### src/rtl/fp_pkg.sv
// Shared binary32 definitions for the floating-point datapath blocks
// (adder stages and the float-to-integer converter).
package fp_pkg;

  localparam int EXP_W   = 8;
  localparam int FRAC_W  = 23;
  localparam int BIAS    = 127;
  localparam int EXP_MAX = 255;
  localparam int MANT_W  = FRAC_W + 1;

  // Bit positions inside the 3-bit {nv, of, nx} flag vector
  localparam int NV = 2;
  localparam int OF = 1;
  localparam int NX = 0;

  typedef enum logic [1:0] {
    ZERO_SUB = 2'd0,
    NORM     = 2'd1,
    INF      = 2'd2,
    NAN      = 2'd3
  } fp_class_e;

  // Unpacked operand: sign, unbiased exponent, significand with hidden bit, class
  typedef struct packed {
    logic                    sign;
    logic signed [EXP_W:0]   exp_unb;
    logic [MANT_W-1:0]       mant;
    fp_class_e               cls;
  } fp_unpacked_t;

endpackage

### src/rtl/fp32_classify.sv
// Combinational unpack of a binary32 word into sign, unbiased exponent,
// significand (hidden bit forced to 1) and operand class.
module fp32_classify
  import fp_pkg::*;
(
  input  logic [31:0]  fp_i,
  output fp_unpacked_t unp_o
);

  localparam logic signed [EXP_W:0] BIAS_S = (EXP_W+1)'(BIAS);

  logic [EXP_W-1:0]  exp_f;
  logic [FRAC_W-1:0] frac_f;

  assign exp_f  = fp_i[EXP_W+FRAC_W-1 -: EXP_W];
  assign frac_f = fp_i[FRAC_W-1:0];

  // Field extraction and class decode
  always_comb begin
    unp_o         = '0;
    unp_o.sign    = fp_i[31];
    unp_o.exp_unb = $signed({1'b0, exp_f}) - BIAS_S;
    unp_o.mant    = {1'b1, frac_f};
    if (exp_f == '0) begin
      unp_o.cls = ZERO_SUB;
    end else if (exp_f == EXP_W'(EXP_MAX)) begin
      unp_o.cls = (frac_f == '0) ? INF : NAN;
    end else begin
      unp_o.cls = NORM;
    end
  end

endmodule

### src/rtl/fp2int_pipe.sv
// Two-stage binary32 -> int32 converter (round toward zero, saturating)
// with valid/ready flow control and a saturating nv/of event counter.
// S1 holds the unpacked operand, S2 is the output register.
module fp2int_pipe
  import fp_pkg::*;
#(
  parameter logic [31:0] NAN_VAL = 32'h8000_0000,
  parameter int unsigned CNT_W   = 16
) (
  input  logic             clk_x40,
  input  logic             rst_n_x40,
  input  logic             in_valid_x40,
  output logic             in_ready_x40,
  input  logic [31:0]      in_fp_x40,
  output logic             out_valid_x40,
  input  logic             out_ready_x40,
  output logic [31:0]      out_int_x40,
  output logic [2:0]       out_flags_x40,
  input  logic             cnt_clr_x40,
  output logic [CNT_W-1:0] ovf_cnt_x40
);

  localparam logic [CNT_W-1:0] CNT_MAX = {CNT_W{1'b1}};

  logic              s1_adv, s2_adv;
  fp_unpacked_t      in_unp;

  logic              s1_valid_q, s1_valid_d;
  fp_unpacked_t      s1_data_q, s1_data_d;
  logic              s2_valid_q, s2_valid_d;
  logic [31:0]       out_int_q, out_int_d;
  logic [2:0]        out_flags_q, out_flags_d;
  logic [CNT_W-1:0]  ovf_cnt_q, ovf_cnt_d;

  logic [31:0]       conv_int;
  logic [2:0]        conv_flags;
  logic signed [EXP_W:0] e;
  logic [4:0]        sh_r, sh_l;
  logic [MANT_W-1:0] rmask;
  logic [31:0]       mag;
  logic              sat;

  fp32_classify u_classify (
    .fp_i  (in_fp_x40),
    .unp_o (in_unp)
  );

  // Handshake: a stage advances when it is empty or the stage after it advances
  always_comb begin
    s2_adv = !s2_valid_q || out_ready_x40;
    s1_adv = !s1_valid_q || s2_adv;
  end

  assign in_ready_x40  = s1_adv;
  assign out_valid_x40 = s2_valid_q;
  assign out_int_x40   = out_int_q;
  assign out_flags_x40 = out_flags_q;
  assign ovf_cnt_x40   = ovf_cnt_q;

  // Truncating conversion of the S1 operand; saturation overrides everything else
  always_comb begin
    conv_int   = '0;
    conv_flags = '0;
    mag        = '0;
    sh_r       = '0;
    sh_l       = '0;
    rmask      = '0;
    sat        = 1'b0;
    e          = s1_data_q.exp_unb;
    case (s1_data_q.cls)
      NAN: begin
        conv_int       = NAN_VAL;
        conv_flags[NV] = 1'b1;
      end
      INF: sat = 1'b1;
      ZERO_SUB: conv_flags[NX] = |s1_data_q.mant[FRAC_W-1:0];
      default: begin
        if (e < 9'sd0) begin
          conv_flags[NX] = 1'b1;
        end else if (e <= 9'sd23) begin
          sh_r           = 5'd23 - e[4:0];
          mag            = {8'd0, s1_data_q.mant >> sh_r};
          rmask          = (MANT_W'(1) << sh_r) - MANT_W'(1);
          conv_flags[NX] = |(s1_data_q.mant & rmask);
        end else if (e <= 9'sd30) begin
          sh_l = e[4:0] - 5'd23;
          mag  = {8'd0, s1_data_q.mant} << sh_l;
        end else if (e == 9'sd31 && s1_data_q.sign &&
                     s1_data_q.mant[FRAC_W-1:0] == '0) begin
          // -2^31 is representable; its negation below wraps back to 8000_0000
          mag = 32'h8000_0000;
        end else begin
          sat = 1'b1;
        end
        conv_int = s1_data_q.sign ? (~mag + 32'd1) : mag;
      end
    endcase
    if (sat) begin
      conv_int       = s1_data_q.sign ? 32'h8000_0000 : 32'h7FFF_FFFF;
      conv_flags     = '0;
      conv_flags[OF] = 1'b1;
    end
  end

  // Next-state for both pipeline stages and the event counter
  always_comb begin
    s1_valid_d  = s1_adv ? in_valid_x40 : s1_valid_q;
    s1_data_d   = (s1_adv && in_valid_x40) ? in_unp : s1_data_q;
    s2_valid_d  = s2_adv ? s1_valid_q : s2_valid_q;
    out_int_d   = (s2_adv && s1_valid_q) ? conv_int   : out_int_q;
    out_flags_d = (s2_adv && s1_valid_q) ? conv_flags : out_flags_q;

    ovf_cnt_d = ovf_cnt_q;
    if (cnt_clr_x40) begin
      ovf_cnt_d = '0;
    end else if (s2_valid_q && out_ready_x40 && (out_flags_q[NV] || out_flags_q[OF]) &&
                 ovf_cnt_q != CNT_MAX) begin
      ovf_cnt_d = ovf_cnt_q + CNT_W'(1);
    end
  end

  // State registers; reset drops any in-flight data
  always_ff @(posedge clk_x40 or negedge rst_n_x40) begin
    if (!rst_n_x40) begin
      s1_valid_q  <= 1'b0;
      s1_data_q   <= '0;
      s2_valid_q  <= 1'b0;
      out_int_q   <= '0;
      out_flags_q <= '0;
      ovf_cnt_q   <= '0;
    end else begin
      s1_valid_q  <= s1_valid_d;
      s1_data_q   <= s1_data_d;
      s2_valid_q  <= s2_valid_d;
      out_int_q   <= out_int_d;
      out_flags_q <= out_flags_d;
      ovf_cnt_q   <= ovf_cnt_d;
    end
  end

endmodule

### config.mk
export PLATFORM = sky130hd
export DESIGN_NAME = fp2int_pipe
export DESIGN_NICKNAME = d
export VERILOG_FILES = /design/src/rtl/fp_pkg.sv /design/src/rtl/fp32_classify.sv /design/src/rtl/fp2int_pipe.sv
export SDC_FILE = /design/constraint.sdc
export NUM_CORES = 1
export LEC_CHECK = 0
export ABC_AREA = 1
export BUFFER_PORTS_ARGS = -buffer_cell sky130_fd_sc_hd__buf_2
export CORE_MARGIN = 2
export CORE_UTILIZATION = 40
export CTS_CLUSTER_SIZE = 30
export DETAILED_ROUTE_END_ITERATION = 6
export PLACE_DENSITY = 0.65
export SLEW_MARGIN = 40
export SYNTH_ARGS = -nofsm -noshare
export SYNTH_HDL_FRONTEND = slang
export SYNTH_SLANG_ARGS = --single-unit
### constraint.sdc
create_clock -name clk_x40 -period 4 [get_ports clk_x40]
set_input_delay 0.8 -clock clk_x40 [delete_from_list [all_inputs] [get_ports clk_x40]]
set_output_delay 0.8 -clock clk_x40 [all_outputs]
set_load 0.03 [all_outputs]
==> impl_metrics.py <==
metrics = {
    "sta": {
        "slew_headroom": 0.526,
        "finalMaxSlewViolations": 0,
        "setup_violations": 0,
        "period_minus_slack_ns": 3.46,
        "whs_ns": 0.468,
        "worst_pin_slew_ns": 0.711,
        "fin_ws_ns": 0.538,
        "setup_tns_ns": 0,
        "hold_viol_final": 0,
        "finalCritPeriodShare": 0.865,
        "rsz0062_at_grt": "no",
        "skew_ns": 0.0182,
        "fmax_mhz": 289,
    },
    "clocking": {
        "cts_max_level": 3,
        "hold_buffers": 0,
        "cts_max_path_buffers": 2,
        "cts_made_buffers": 9,
        "clock_latency_ns": 0.37,
        "cts.reportedPaths.clkPinSlew_ns": 0.08,
        "postCtsSetupRepairBufs": 0,
        "cts_tree": "yes",
        "ctsResizeCount": 0,
        "cts_num_sinks": 89,
        "cts.root.buffer_cell": "clkbuf_16",
    },
    "routing": {
        "wl_mm": 31.5,
        "vias_per_cell": 5.57,
        "drc": 0,
        "drt_pre_antenna_iters": 6,
        "routedWlPerCell_um": 17.0,
        "drtIter0Drc": 869,
        "drt.antenna.violating_nets": 0,
        "vias": 10300,
    },
    "worst_setup_path": {
        "end_kind": "flop",
        "r2r-start": "e[3]",
        "required_ns": 4.24,
        "critPathLaunchType": "flop",
        "path_cells": "inv_4 -> ha_1 -> buf_4 -> nor2_1 -> nand3_1 -> ha_1 -> inv_1 -> nor2_1 -> nand2_1 -> nor3_2 -> inv_2 -> nor2_1 -> nand3_1 -> nand3_1 -> nand2_1 -> nor2_1 -> nand3_1 -> nand2_1 -> nand3_1 -> nand2_1 -> nand2_1",
        "endpoint": "out_flags_x40[0]",
        "crit_family": "simple AND/OR/NAND/NOR gates",
        "startpoint": "e[3]",
        "slowest_stage": "dfrtp_1",
        "cp_max_fo": 22,
        "slowest_delay_ns": 0.59,
        "worstRegToRegCells": 21,
        "ff2ff_setup_slack_ns": 0.54,
        "critPathBufInv": 4,
        "reg2reg_to": "out_flags_x40[0]",
        "crit_type": "flop to flop",
        "cp.depth": 21,
        "worstPathArrival_ns": 3.71,
    },
    "synth": {
        "synth_edf_count": 0,
        "avgSynthCellArea_um2": 5.82,
        "synth.ff_latch_count": 89,
        "yosys_most_used_dff": "dfrtp_1",
        "syn-instance-count": 1499,
        "async_flop_share": 1.00,
        "synth_area_um2": 8730,
        "synthesis.nets": 1550,
        "yosysWarnings": 0,
        "synth_cell_types": 52,
        "yosysSeqAreaShare": 0.255,
    },
    "power": {
        "p_leak_nw": 5.05,
        "vdd_ir_drop_max_mv": 0.244,
        "power_density_nw_per_um2": 590,
    },
    "place": {
        "gp_congestion": 1.00,
        "pre_cts_slack_ns": 0.608,
        "dp_hpwl_mm": 24.7,
        "dpl_cell_area_um2": 9370,
        "numPortBuffers": 89,
    },
    "layout": {
        "diodes": 0,
        "most-common-layout-cells": "497 x nand2_1, 272 x nand3_1, 152 x nor2_1, 106 x inv_1, 89 x dfrtp_1",
        "n_fill_cell": 2433,
        "drive_gt1_frac": 0.122,
        "syn2layout_area_growth_pct": 10.8,
        "final_nets": 1614,
        "multi_input_area_um2": 5650,
        "finalInstanceArea_um2": 9670,
        "seq_area_um2": 2230,
        "final_util": 0.447,
        "final_common_cell": "nand2_1",
    },
    "run": {
        "maxCapViolations": 0,
    },
    "floorplan": {
        "pin_count": 90,
        "start_util": 0.404,
        "die-area_um2": 23000,
        "die_x_um": 152,
        "rows": 54,
        "die_h_um": 152,
        "coreArea_um2": 21600,
    },
    "run_status": {
        "status": "completed",
    },
    "global_route": {
        "grt_first_pass_wirelength_mm": 49.3,
        "grt_use_total": 0.278,
        "grt_max_degree": 74,
        "antenna_found_initial": 0,
        "grt_overflow": 0,
        "first_global_vias": 9226,
    },
    "hold_path": {
        "hold_path_class": "input port to async pin",
    },
}
-- cells in the mapped netlist, types with 11 or more instances --
| master | instances | area [um^2] |
|---|---|---|
| nand2_1 | 497 | 1870 |
| nand3_1 | 272 | 1360 |
| nor2_1 | 152 | 571 |
| inv_1 | 107 | 402 |
| dfrtp_1 | 89 | 2230 |
| o21ai_0 | 72 | 360 |
| a21oi_1 | 67 | 335 |
| nand4_1 | 31 | 194 |
| buf_2 | 23 | 115 |
| inv_2 | 21 | 78.8 |
| clkbuf_1 | 19 | 71.3 |
| o21ai_1 | 17 | 85.1 |
| ha_1 | 14 | 175 |
| nor3_1 | 14 | 70.1 |
| nand2_2 | 11 | 68.8 |
-- registers in the layout (all words and copies together), names as in the netlist --
register and count:
out_int_x40 32, s1_data_q 27, ovf_cnt_x40 16, e 9, out_flags_x40 3, out_valid_x40 1
s1_valid_q 1
-- per-layer routing --
metal | track usage | share of wire | up-vias
met4 | 0.115 | 0.038 | 0
met5 | 0 | 0 | -
met3 | 0.0302 | 0.071 | 68
met1 | 0.399 | 0.46 | 4724
met2 | 0.424 | 0.43 | 434
li1 | - | - | 5069
-- worst register-to-register path: cells and delay by family (launching register included) --
family                     cells  cell delay [ns]
DFF                            1             0.59
buffers and inverters          4             0.50
and+or+nand+nor               15             1.71
adders and majority gates      2             0.54
-- per-stage QoR --
stage                     total power [mW]  std cells
after floorplan                       3.83       1499
after detailed placement              4.75       1832
after global placement                4.75       1832
after CTS                             5.69       1848
after global routing                  6.19       1848
final                                 5.70       1848
-- layout make-up --
class	instances	share of cell area
Multi-Input combinational cell	1217	0.584
Sequential cell	89	0.230
Timing Repair Buffer	114	0.0661
Inverter	132	0.0518
Tap cell	280	0.0362
Clock buffer	10	0.0237
Clock inverter	6	0.00763
-- logic make-up (layout without fill, tap and decap cells) --
kind of cell | count (synthesis) | after routing | synth area share
buffers and inverters | 193 | 262 | 0.0980
AO/OA/AOI/OAI | 182 | 182 | 0.114
flip-flops | 89 | 89 | 0.255
AND/OR/NAND/NOR | 1019 | 1019 | 0.511
XOR/XNOR | 2 | 2 | 0.00201
adder cells (fa/ha/maj) | 14 | 14 | 0.0201
-- worst min-delay path by stage --
stage | end | slack [ns] | startpoint | cells after the start
floorplan | e[5] | 0.47 | e[5] | 2
global placement | out_int_x40[0] | 0.48 | out_int_x40[0] | 1
detailed placement | out_int_x40[1] | 0.48 | out_int_x40[1] | 2
CTS | out_int_x40[24] | 0.50 | rst_n_x40 | 1
global route | out_int_x40[0] | 0.51 | out_int_x40[0] | 1
finish | out_int_x40[24] | 0.47 | rst_n_x40 | 1
-- power breakdown --
group / total, mW / internal [mW] / switching [mW]
clock network: 0.914 / 0.495 / 0.419
registers: 1.31 / 1.12 / 0.190
logic: 3.48 / 1.03 / 2.45
total: 5.70 / 2.64 / 3.06
Note: power is estimated with default switching activity, not from simulation.
